===== src/rtl/pc_stack_sequencer.sv =====
// Return-PC stack for loop entry/exit, kept in data memory as little-endian byte pairs.
// Optional `PC_STACK_PEEK_EN` adds peek_req: replay the top entry without popping it.
module pc_stack_sequencer #(
  parameter logic [15:0] STACK_BASE = 16'hFF00,
  parameter int unsigned DEPTH      = 32,
  parameter int unsigned DW         = $clog2(DEPTH + 1)
) (
  input  logic          clk,
  input  logic          rst_n,
  input  logic          push_req,
  input  logic          pop_req,
`ifdef PC_STACK_PEEK_EN
  input  logic          peek_req,
`endif
  input  logic [15:0]   pc_i,
  input  logic          dp_mem_req,
  output logic          dp_mem_grant,
  output logic [15:0]   mem_addr,
  output logic          mem_active,
  output logic          mem_we,
  output logic [7:0]    mem_wdata,
  input  logic [7:0]    mem_rdata,
  output logic [15:0]   pc_loaded,
  output logic          pc_src,
  output logic          bubble,
  output logic [DW-1:0] depth,
  output logic          overflow,
  output logic          underflow
);

  typedef enum logic [2:0] {
    StIdle, StPushLo, StPushHi, StPopHi, StPopLo, StPopCap, StLoad
  } state_e;

  localparam logic [DW-1:0] DepthFull = DW'(DEPTH);

  state_e        r_state;
  logic [15:0]   r_pc;
  logic [DW-1:0] r_depth;
  logic [15:0]   r_pc_loaded;
  logic [15:0]   r_mem_addr;
  logic [7:0]    r_mem_wdata;
  logic          r_mem_we;
  logic          r_mem_active;
  logic          r_pc_src;
  logic          r_overflow;
  logic          r_underflow;

  logic          w_idle;
  logic          w_empty;
  logic          w_full;
  logic          w_peek_req;
  logic          w_keep;
  logic          w_pop_acc;
  logic          w_peek_acc;
  logic          w_push_acc;
  logic          w_any_acc;
  logic [15:0]   w_off;
  logic [15:0]   w_push_addr;
  logic [15:0]   w_top_hi_addr;

`ifdef PC_STACK_PEEK_EN
  logic r_keep;
  assign w_peek_req = peek_req;
  assign w_keep     = r_keep;
`else
  assign w_peek_req = 1'b0;
  assign w_keep     = 1'b0;
`endif

  assign w_idle  = (r_state == StIdle);
  assign w_empty = (r_depth == '0);
  assign w_full  = (r_depth >= DepthFull);

  // Priority pop > peek > push; losers are dropped without flagging.
  assign w_pop_acc  = w_idle & pop_req & ~w_empty;
  assign w_peek_acc = w_idle & ~pop_req & w_peek_req & ~w_empty;
  assign w_push_acc = w_idle & ~pop_req & ~w_peek_req & push_req & ~w_full;
  assign w_any_acc  = w_pop_acc | w_peek_acc | w_push_acc;

  assign w_off         = 16'({r_depth, 1'b0});
  assign w_push_addr   = STACK_BASE + w_off;
  assign w_top_hi_addr = STACK_BASE + w_off - 16'd1;

  assign bubble       = ~w_idle | w_any_acc;
  assign dp_mem_grant = dp_mem_req & w_idle & ~w_any_acc;
  assign mem_addr     = r_mem_addr;
  assign mem_active   = r_mem_active;
  assign mem_we       = r_mem_we;
  assign mem_wdata    = r_mem_wdata;
  assign pc_loaded    = r_pc_loaded;
  assign pc_src       = r_pc_src;
  assign depth        = r_depth;
  assign overflow     = r_overflow;
  assign underflow    = r_underflow;

  always_ff @(posedge clk or negedge rst_n) begin
    if (!rst_n) begin
      r_state      <= StIdle;
      r_pc         <= '0;
      r_depth      <= '0;
      r_pc_loaded  <= '0;
      r_mem_addr   <= '0;
      r_mem_wdata  <= '0;
      r_mem_we     <= 1'b0;
      r_mem_active <= 1'b0;
      r_pc_src     <= 1'b0;
      r_overflow   <= 1'b0;
      r_underflow  <= 1'b0;
`ifdef PC_STACK_PEEK_EN
      r_keep       <= 1'b0;
`endif
    end else begin
      unique case (r_state)
        StIdle: begin
          if (w_pop_acc || w_peek_acc) begin
            r_state      <= StPopHi;
            r_mem_addr   <= w_top_hi_addr;
            r_mem_we     <= 1'b0;
            r_mem_active <= 1'b1;
`ifdef PC_STACK_PEEK_EN
            r_keep       <= w_peek_acc;
`endif
          end else if (w_push_acc) begin
            r_state      <= StPushLo;
            r_pc         <= pc_i;
            r_mem_addr   <= w_push_addr;
            r_mem_wdata  <= pc_i[7:0];
            r_mem_we     <= 1'b1;
            r_mem_active <= 1'b1;
          end
          if (w_idle && (pop_req || w_peek_req) && w_empty) begin
            r_underflow <= 1'b1;
          end
          if (w_idle && push_req && !pop_req && !w_peek_req && w_full) begin
            r_overflow <= 1'b1;
          end
        end
        StPushLo: begin
          r_state     <= StPushHi;
          r_mem_addr  <= r_mem_addr + 16'd1;
          r_mem_wdata <= r_pc[15:8];
        end
        StPushHi: begin
          r_state      <= StIdle;
          r_mem_we     <= 1'b0;
          r_mem_active <= 1'b0;
          r_depth      <= r_depth + DW'(1);
        end
        StPopHi: begin
          r_state    <= StPopLo;
          r_mem_addr <= r_mem_addr - 16'd1;
        end
        StPopLo: begin
          // Synchronous read: the high byte addressed in StPopHi arrives now.
          r_state            <= StPopCap;
          r_pc_loaded[15:8]  <= mem_rdata;
          r_mem_active       <= 1'b0;
        end
        StPopCap: begin
          r_state          <= StLoad;
          r_pc_loaded[7:0] <= mem_rdata;
          r_pc_src         <= 1'b1;
        end
        StLoad: begin
          r_state  <= StIdle;
          r_pc_src <= 1'b0;
          if (!w_keep) begin
            r_depth <= r_depth - DW'(1);
          end
        end
        default: begin
          r_state      <= StIdle;
          r_mem_we     <= 1'b0;
          r_mem_active <= 1'b0;
          r_pc_src     <= 1'b0;
        end
      endcase
    end
  end

endmodule


===== config.mk =====
export PLATFORM = sky130hd
export DESIGN_NAME = pc_stack_sequencer
export DESIGN_NICKNAME = d
export VERILOG_FILES = /design/src/rtl/pc_stack_sequencer.sv
export SDC_FILE = /design/constraint.sdc
export NUM_CORES = 1
export LEC_CHECK = 0
export BUFFER_PORTS_ARGS = -buffer_cell sky130_fd_sc_hd__buf_2
export CORE_MARGIN = 5
export CORE_UTILIZATION = 49
export CTS_CLUSTER_SIZE = 10
export DETAILED_ROUTE_END_ITERATION = 16
export PLACE_DENSITY = 0.76
export SYNTH_ARGS = -nofsm -noshare
export SYNTH_HDL_FRONTEND = slang
export SYNTH_SLANG_ARGS = --single-unit

===== constraint.sdc =====
create_clock -name clk -period 3.31 [get_ports clk]
set_clock_uncertainty 0.15 [all_clocks]
set_input_delay 0.331 -clock clk [delete_from_list [all_inputs] [get_ports clk]]
set_output_delay 0.331 -clock clk [all_outputs]
set_load 0.01 [all_outputs]

== Yosys cells after proc, flatten, opt, wreduce, memory -nomap -nowiden ==
Cells that the tools add are included.
Storage, ports and cells
  input port bits: 29
  output and inout bits: 53
  bits in registers: 70
Cells by class
  multiplexer cells: 16
  equality and inequality tests: 9
  $lt $le $gt $ge: 1
  bitwise gates (word level): 17
  reductions and logical operators: 21
  add/sub/neg operators: 6
Operators with widths (count)
  $pmux W16 S3: 1
  $mux W16: 2
  $add A16 B1 Y16 const B: 1
  $mux W8: 2
  $pmux W8 S2: 1
  $sub A16 B1 Y16 const B: 1
  $pmux W3 S5: 1
  $pmux W6 S2: 1
  $sub A10 B2 Y11 const B: 1
  $add A9 B8 Y10 const A: 1
  $reduce_and A2 Y1: 5
  $reduce_or A5 Y1: 2
  $eq A3 B3 Y1 const B: 3
  $not A1 Y1: 8
  $and A1 B1 Y1: 7
  $add A6 B1 Y6 const B: 1
  $eq A3 B2 Y1 const B: 2
  $ge A6 B6 Y1 const B: 1
  $logic_not A6 Y1: 1
  $mux W3: 2
  $pmux W1 S2: 3
  $reduce_and A3 Y1: 2
  $sub A6 B1 Y6 const B: 1
  $logic_and A1 B1 Y1: 5
  other kinds (11): 15

== Logic depth before layout (Yosys ltp) ==
Gate-level depths: netlist of run 1.
  depth after elaboration: 7
  gate-level depth with buffers: 13

== Least setup slack after synthesis of run 1 ==
Ideal clock, no wire load.
  path type: reg-to-reg
  start: register r_state[2]
  end: register r_mem_addr[14], in the netlist mem_addr[14]
  data required time: 3037 ps
  path buffers: 3
  path slack: -259 ps
  stages on the path, launching flop included: 13
  arrival time: 3296 ps
  library setup time: 123 ps
  cells stage by stage: dfrtp_1 buf_6 nor2b_1 clkbuf_1 clkbuf_1 and2_1 ha_1 a211oi_1 o21ai_1 and2_1 a221o_1 a311o_1 o221a_2
On the way
  word-level cells in the longest chain between the ends: 6
  elaborated cells on any way between the ends: 13
  classes of those cells: eq/ne (3); mux (2); bitwise (5); reduce/logical (3)
Ends and longest elaborated chain
  start, declared: RTL line 37  | state_e r_state;
  start signal, assigned: RTL line 99  | r_state <= StIdle;
  start signal, assigned: RTL line 117  | r_state <= StPopHi;
  start signal, assigned: RTL line 125  | r_state <= StPushLo;
  $logic_not A3 Y1: RTL line 71, 114
  $and A1 B1 Y1 (3 in series): RTL line 78  | assign w_push_acc = w_idle & ~pop_req & ~w_peek_req & push_req & ~w_full;
  $ne A3 B1 Y1 (no line)
  $reduce_and A2 Y1 (no line)
  end signal, assigned: RTL line 118  | r_mem_addr <= w_top_hi_addr;
  end signal, assigned: RTL line 127  | r_mem_addr <= w_push_addr;
  end signal, assigned: RTL line 141  | r_mem_addr <= r_mem_addr + 16'd1;
  end, declared: RTL line 41  | logic [15:0] r_mem_addr;
Parallel ways exist; a longest one is shown, timed or not.
A chain may end at the register's enable or synchronous reset.

== Worst setup path in the final report of run 1 ==
  start: register r_state[0]
  end: register r_mem_addr[14], in the netlist mem_addr[14]
Same word-level chain as after synthesis.

==> results of run 1 <==
==> logic make-up (layout without fill, tap and decap cells) <==
group,Yosys count,after routing,synth area share
flops,62,62,0.434
xor+xnor,17,17,0.0416
compound gates,100,100,0.177
simple gates,96,96,0.141
fa+ha+maj,21,21,0.0777
mux,35,35,0.107
buf+inv,19,109,0.0224
==> worst paths after layout <==
| check | to | from |
|---|---|---|
| min in group clk | r_pc[11]$_DFFE_PN0P_ | pc_i[11] |
| min reg2reg | overflow$_DFFE_PN0P_ | overflow$_DFFE_PN0P_ |
| max in group asynchronous | r_pc[10]$_DFFE_PN0P_ | rst_n |
| min | depth[4]$_DFFE_PN0P_ | rst_n |
| max | mem_addr[14]$_DFFE_PN0P_ | r_state[0]$_DFFE_PN0P_ |
| max reg2reg | mem_addr[14]$_DFFE_PN0P_ | r_state[0]$_DFFE_PN0P_ |
==> metal layers <==
layer / up-vias / part of all wire / track usage
li1: 1447 / - / -
met2: 84 / 0.46 / 0.306
met3: 2 / 0.076 / 0.0671
met5: - / 0 / 0
met1: 1398 / 0.46 / 0.262
met4: 0 / 0.0036 / 0.0533
==> state kept, by name, summed over array words and instances, names as in the netlist <==
| register | count |
|---|---|
| r_state | 3 |
| mem_we | 1 |
| pc_src | 1 |
| r_pc | 8 |
| mem_active | 1 |
| mem_addr | 16 |
| pc_loaded | 16 |
| underflow | 1 |
| depth | 6 |
| overflow | 1 |
| mem_wdata | 8 |
==> layout make-up <==
class                           instances  area, um^2
Clock buffer                           10         128
Clock inverter                          6        86.3
Fill cell                             622        2870
Inverter                                6        22.5
Multi-Input combinational cell        269        1950
Sequential cell                        62        1550
Tap cell                               99         124
Timing Repair Buffer                   87         450
==> metrics by stage <==
step | util | cell area (um^2) | total power, uW | std cells | hold slack [ps]
after floorplan | - | 3580 | 3240 | 350 | -115
after global placement | 0.571 | 4100 | 3890 | 523 | 296
after detailed placement | 0.571 | 4100 | 3980 | 523 | 311
after CTS | 0.601 | 4310 | 4730 | 539 | 12.6
after global routing | 0.601 | 4310 | 5130 | 539 | 56.5
final | 0.601 | 4310 | 4700 | 539 | -19.4
==> critical path, stage by stage, from the launching register on <==
cell,delay [ps]
dfrtp_1,380
nor2b_1,140
and2_4,220
fa_1,440
a211oi_1,340
o21ai_1,140
and2_1,200
a221o_1,350
a311o_1,370
o221a_2,120
==> cell usage after synthesis, drive strengths merged, types with 4 or more instances <==
cell type | number | area share
xnor2 | 9 | 0.022
mux2i | 9 | 0.025
nor3 | 10 | 0.017
dfrtp | 62 | 0.43
xor2 | 8 | 0.020
inv | 6 | 0.0063
clkbuf | 11 | 0.012
nor3b | 6 | 0.015
a21oi | 24 | 0.034
a21o | 14 | 0.029
and3 | 4 | 0.0070
nor2 | 18 | 0.019
ha | 19 | 0.066
a211oi | 6 | 0.013
nand2b | 7 | 0.012
o21bai | 4 | 0.0084
o21ai | 30 | 0.042
nand2 | 35 | 0.037
mux2 | 26 | 0.082
o21a | 4 | 0.0084
==> power breakdown <==
part | switching [uW] | internal [uW]
sequential | 276 | 1130
clock | 309 | 423
combinational | 1390 | 1170
total | 1980 | 2720
==> metrics.md, run 1 <==
| Metric | Value |
|---|---|
| CP max FO | 15 |
| Cell area after synthesis | 0.00358 mm^2 |
| RePlAce Congestion | 0.873 |
| Fin worst setup slack | 345 ps |
| Final Max Tran Viols | 0 |
| CP startpoint kind | flop |
| Status | complete, but fails checks |
| DR vias | 2931 |
| Reg2reg setup slack | 350 ps |
| Post-synth EDFFs | 0 |
| Final period demand of the worst path | 2960 ps |
| # DRC | 0 |
| Hold slack | -19.4 ps |
| First-pass GRT wire length | 14.0 mm |
| Post-synth cell types | 51 |
| Ys async rst share | 1.00 |
| Worst path arrival time | 3040 ps |
| Area Overhead vs Synth | 20.5% |
| Synth warn | 0 |
| Max-cap violations | 0 |
| I/O Pins | 82 |
| Critical Path RT | 3390 ps |
| Failing checks | hold timing |
| CTS hold repair buffers | 0 |
| ANT cells | 0 |
| Initial antenna violation count | 0 |
| Drt via density | 5.44 |
| VDD IR max | 507 uV |
| CTS sink cnt | 62 |
| Setup WS pre-CTS | 354 ps |
| Fin. Hold Viols | 39 |
| Critical path type | flop to flop |
| Post-synthesis sequential area ratio | 0.434 |
| Ratio of cells with drive above 1 in the final layout | 0.311 |
| HP Class | input pin to asynchronous set/reset pin |
| CP Capture Type | flop |
| Final setup viols | 0 |
| Fmax | 337 MHz |
| Vias in the first global route | 2914 |
| Cell Rows | 31 |
| Die Wd | 95.4 um |
| Nets | 485 |
| Skew-Pair Late Insertion Delay | 330 ps |
| DP HPWL | 5.96 mm |
| Synth Register Bits | 62 |
| Leading cell type in the layout, fill and taps excluded | buf_2 |
| Tightest Pin Transition | 967 ps |
| Syn Inst Count | 350 |
| Grt ovf | 0 |
| Pwr Density | 1090 mW/mm^2 |
| H-tree Lvls | 3 |
| Wirelength, routed | 8.16 mm |
| WL/cell | 15.1 um |
| CTS resizes | 0 |
| Number of port buffers | 81 |
| R2R depth | 9 |
| Period utilization | 0.896 |
| Setup tns final | 0 ps |
| Die height | 95.4 um |
| GRT Resource Usage Total | 0.197 |
| Starting Density | 0.499 |
| Iter 0 DRT Violations | 136 |
| CORE AREA | 0.00718 mm^2 |
| Leak pwr | 0.00206 uW |
| Clock root buffer | clkbuf_8 |
| Longest Clk Path Bufs | 2 |
| Syn Nets | 400 |
| Drt first pass iters | 4 |
| Setup bufs post-CTS | 0 |
| CTS tree | done |
| Syn_area_per_cell | 10.2 um^2 |
| Reg clk slew, reported paths | 80 ps |
| Max-Slew Margin vs Limit | 0.351 |
| TritonCTS buffer count | 9 |
| Antenna Nets Post-Route | 0 |
| Die footprint | 0.00911 mm^2 |
| Top_reg_cell synth | dfrtp_1 |
| Largest net degree at the start of global routing | 41 |
| RSZ-0062 raised after global routing | false |
| Commonest cells after routing, fill and taps aside | 81 x buf_2, 62 x dfrtp_1, 35 x nand2_1 |
No activity file was read; power rests on OpenSTA's default activity.
==> run 2: changes to the inputs <==
--- a/config.mk
+++ b/config.mk
@@ -5,12 +5,14 @@
 export SDC_FILE = /design/constraint.sdc
 export NUM_CORES = 1
 export LEC_CHECK = 0
+export ABC_AREA = 1
 export BUFFER_PORTS_ARGS = -buffer_cell sky130_fd_sc_hd__buf_2
 export CORE_MARGIN = 5
-export CORE_UTILIZATION = 49
+export CORE_UTILIZATION = 50
 export CTS_CLUSTER_SIZE = 10
 export DETAILED_ROUTE_END_ITERATION = 16
-export PLACE_DENSITY = 0.76
+export PLACE_DENSITY = 0.77
+export RECOVER_POWER = 100
 export SYNTH_ARGS = -nofsm -noshare
 export SYNTH_HDL_FRONTEND = slang
 export SYNTH_SLANG_ARGS = --single-unit
==> run 2 against run 1 <==
The run ends with capacitance limit, slew limit left. Count of clock-buffer cells in the layout down 1. Largest cell class unchanged. Cell count up 35%. Die area up 4.7%. Critical endpoint is now depth[5]$_DFFE_PN0P_. Routed wire length up 16%. Clock power down 8.7%. Sequential cell count unchanged. Sequential share of layout area down 0.75 points. First-iteration DRC count up 10%. Utilization down 2.2 points. Sequential power about the same.
==> metrics.md, run 2 <==
| Metric | Value |
|---|---|
| DP HPWL | 7.03 mm (+18%) |
| Die height | 97.7 um (+2.3%) |
| Max-cap violations | 1 (+1) |
| CP Launch Point | r_state[0]$_DFFE_PN0P_ |
| Area after DPL | 0.00433 mm^2 (+5.7%) |
| Antenna Nets Post-Route | 0 (unchanged) |
| Synth area leader | dfrtp_1 |
| Skew-Pair Late Insertion Delay | 340 ps (about the same) |
| TritonCTS buffer count | 9 (unchanged) |
| Cell Rows | 32 (+3.2%) |
| Syn Nets | 588 (+47%) |
| Syn_area_per_cell | 7.14 um^2 (-30%) |
| Final setup viols | 0 (unchanged) |
| CP Capture Type | flop |
| Post-synth top area share | 0.404 (-0.0298) |
| Reg2reg setup slack | 420 ps (+70 ps) |
| Status | complete, but fails checks |
| Multi-input logic area | 0.00189 mm^2 (-3.1%) |
| Drt first pass iters | 4 (unchanged) |
| Post-synthesis sequential area ratio | 0.404 (-0.0298) |
| Number of port buffers | 81 (unchanged) |
| CP max FO | 15 (unchanged) |
| Placed insts | 712 (+36%) |
| Most frequent cells after synthesis | 195 x nand2_1, 73 x inv_1, 62 x dfrtp_1 |
| Area Overhead vs Synth | 14.6% |
| Final period demand of the worst path | 2890 ps (-74.8 ps) |
| Post-synth EDFFs | 0 (unchanged) |
| Die Wd | 97.7 um (+2.3%) |
| CORE AREA | 0.00761 mm^2 (+6.0%) |
| Longest Clk Path Bufs | 2 (unchanged) |
| Final Max Tran Viols | 42 (+42) |
| Largest net degree at the start of global routing | 42 (+2.4%) |
| Critical Path RT | 3430 ps (+40 ps) |
| Most used standard cell by instance count after synthesis | nand2_1 |
| Final Util | 0.579 (-0.0221) |
| Grt ovf | 0 (unchanged) |
| Initial antenna violation count | 0 (unchanged) |
| Clock root buffer | clkbuf_8 |
| Critical path type | flop to flop |
| Period utilization | 0.873 (-0.0226) |
| Ratio of cells with drive above 1 in the final layout | 0.0799 (-0.231) |
| Post-synth cell types | 34 (-33%) |
| Vias in the first global route | 3561 (+22%) |
| # fillers | 757 (+22%) |
| VDD IR max | 485 uV (-4.4%) |
| Cell area after synthesis | 0.00384 mm^2 (+7.4%) |
| DR vias | 3671 (+25%) |
| Cell Count, Final, Fillers Out | 728 (+35%) |
| Hold slack | 28.7 ps (+48.0 ps) |
| First-pass GRT wire length | 16.5 mm (+18%) |
| Tightest Pin Transition | 2320 ps (+1360 ps) |
| RSZ-0062 raised after global routing | false |
| Fin. Hold Viols | 0 (-100%) |
| CTS tree | done |
| ANT cells | 0 (unchanged) |
| CTS resizes | 0 (unchanged) |
| Synth warn | 0 (unchanged) |
| Leading cell type in the layout, fill and taps excluded | nand2_1 |
| Iter 0 DRT Violations | 150 (+10%) |
| Critical Path Sink | depth[5]$_DFFE_PN0P_ |
| CTS hold repair buffers | 0 (unchanged) |
| CP startpoint kind | flop |
| Fmax | 346 MHz (+2.6%) |
| Setup tns final | 0 ps (unchanged) |
| I/O Pins | 82 (unchanged) |
| Synth Register Bits | 62 (unchanged) |
| # DRC | 0 (unchanged) |
| Register area | 0.00155 mm^2 (unchanged) |
| Reg clk slew, reported paths | 70 ps (about the same) |
| Wirelength, routed | 9.45 mm (+16%) |
| Commonest cells after routing, fill and taps aside | 196 x nand2_1, 75 x inv_1, 62 x dfrtp_1 |
| Critical R2R Launch | r_state[0]$_DFFE_PN0P_ |
| H-tree Lvls | 3 (unchanged) |
| Worst path arrival time | 3010 ps (-30 ps) |
| Pwr Density | 1020 mW/mm^2 (-6.7%) |
| Setup bufs post-CTS | 0 (unchanged) |
| HP Class | input pin to flop |
| Leak pwr | 0.00243 uW (+18%) |
| Failing checks | capacitance limit, slew limit |
| Top area cells in the synthesized netlist | dfrtp_1 40%, nand2_1 19%, inv_1 7.1%, ha_1 6.2%, nand3_1 5.6% |
| Starting Density | 0.505 (+0.00642) |
| Top_reg_cell synth | dfrtp_1 |
| Nets | 671 (+38%) |
| Reg2reg end | depth[5]$_DFFE_PN0P_ |
| GRT Resource Usage Total | 0.209 (+0.0123) |
| Ys async rst share | 1.00 (unchanged) |
| RePlAce Congestion | 0.936 (+7.2%) |
| Finished Cell Area | 0.00440 mm^2 (+2.1%) |
| Drt via density | 5.04 (-7.3%) |
| CTS sink cnt | 62 (unchanged) |
| WL/cell | 13.0 um (-14%) |
| Syn Inst Count | 538 (+54%) |
| R2R depth | 13 (+4) |
| Max-Slew Margin vs Limit | -0.549 (-0.899) |
| Die footprint | 0.00954 mm^2 (+4.7%) |
## run 2: cell count changes in the layout (fill, tap and decap cells not counted), moves of 40 or more
cell | before | now
nand2_1 | 35 | 196
inv_1 | 6 | 75
nand3_1 | 3 | 43
clkbuf_1 | 1 | 57
buf_2 | 81 | 27
## run 2: worst max-delay path, stage by stage (launching register included)
cell      delay (ps)
dfrtp_1          380
clkbuf_1         300
nor2_1           520
nand2_1          300
inv_1            200
ha_1             300
nand3_1          100
nand3_1           90
nand2_1           90
nand2_1           50
nand2_1           60
xor2_1           150
nand2_1           60
nand2_1           80
## run 2: how the worst min path moves through the flow
stage,start,to,cells past startpoint
6_report,pc_i[9],r_pc[9]$_DFFE_PN0P_,3
5_1_grt,pc_i[15],r_pc[15]$_DFFE_PN0P_,3
4_1_cts,rst_n,mem_addr[7]$_DFFE_PN0P_,1
3_5_place_dp,overflow$_DFFE_PN0P_,overflow$_DFFE_PN0P_,1
3_3_place_gp,overflow$_DFFE_PN0P_,overflow$_DFFE_PN0P_,1
2_1_floorplan,rst_n,depth[0]$_DFFE_PN0P_,0
## run 2: logic make-up after synthesis
group           after synthesis  synth area share
simple gates                299             0.324
buf+inv                      89            0.0928
fa+ha+maj                    21            0.0723
flops                        62             0.404
compound gates               60            0.0909
xor+xnor                      7            0.0160
## run 2: power breakdown
group          switching, uW  total, uW  internal, uW
Sequential               292       1410          1110
Combinational           1580       2400           822
Clock                    319        668           350
## run 2: through the flow
stage | power (uW) | worst slack [ps]
finish | 4480 | 420
global route | 4950 | 205
CTS | 4650 | 542
detailed placement | 3950 | 580
global placement | 3880 | 665
floorplan | 3220 | 936
## run 2: final cells by class
type                       instances  area share
multi-input combinational        387       0.429
clock buffer                       9      0.0281
tap                              102      0.0290
clock inverter                     7      0.0168
inverter                          77      0.0657
timing repair buffer              84      0.0793
sequential                        62       0.352
## run 2: per-layer routing
layer / vias up / track usage / wire length (um)
met5: - / 0 / 0
met2: 97 / 0.349 / 4470
met3: 7 / 0.0438 / 593
li1: 1863 / - / -
met1: 1704 / 0.271 / 4310
met4: 0 / 0.0671 / 79
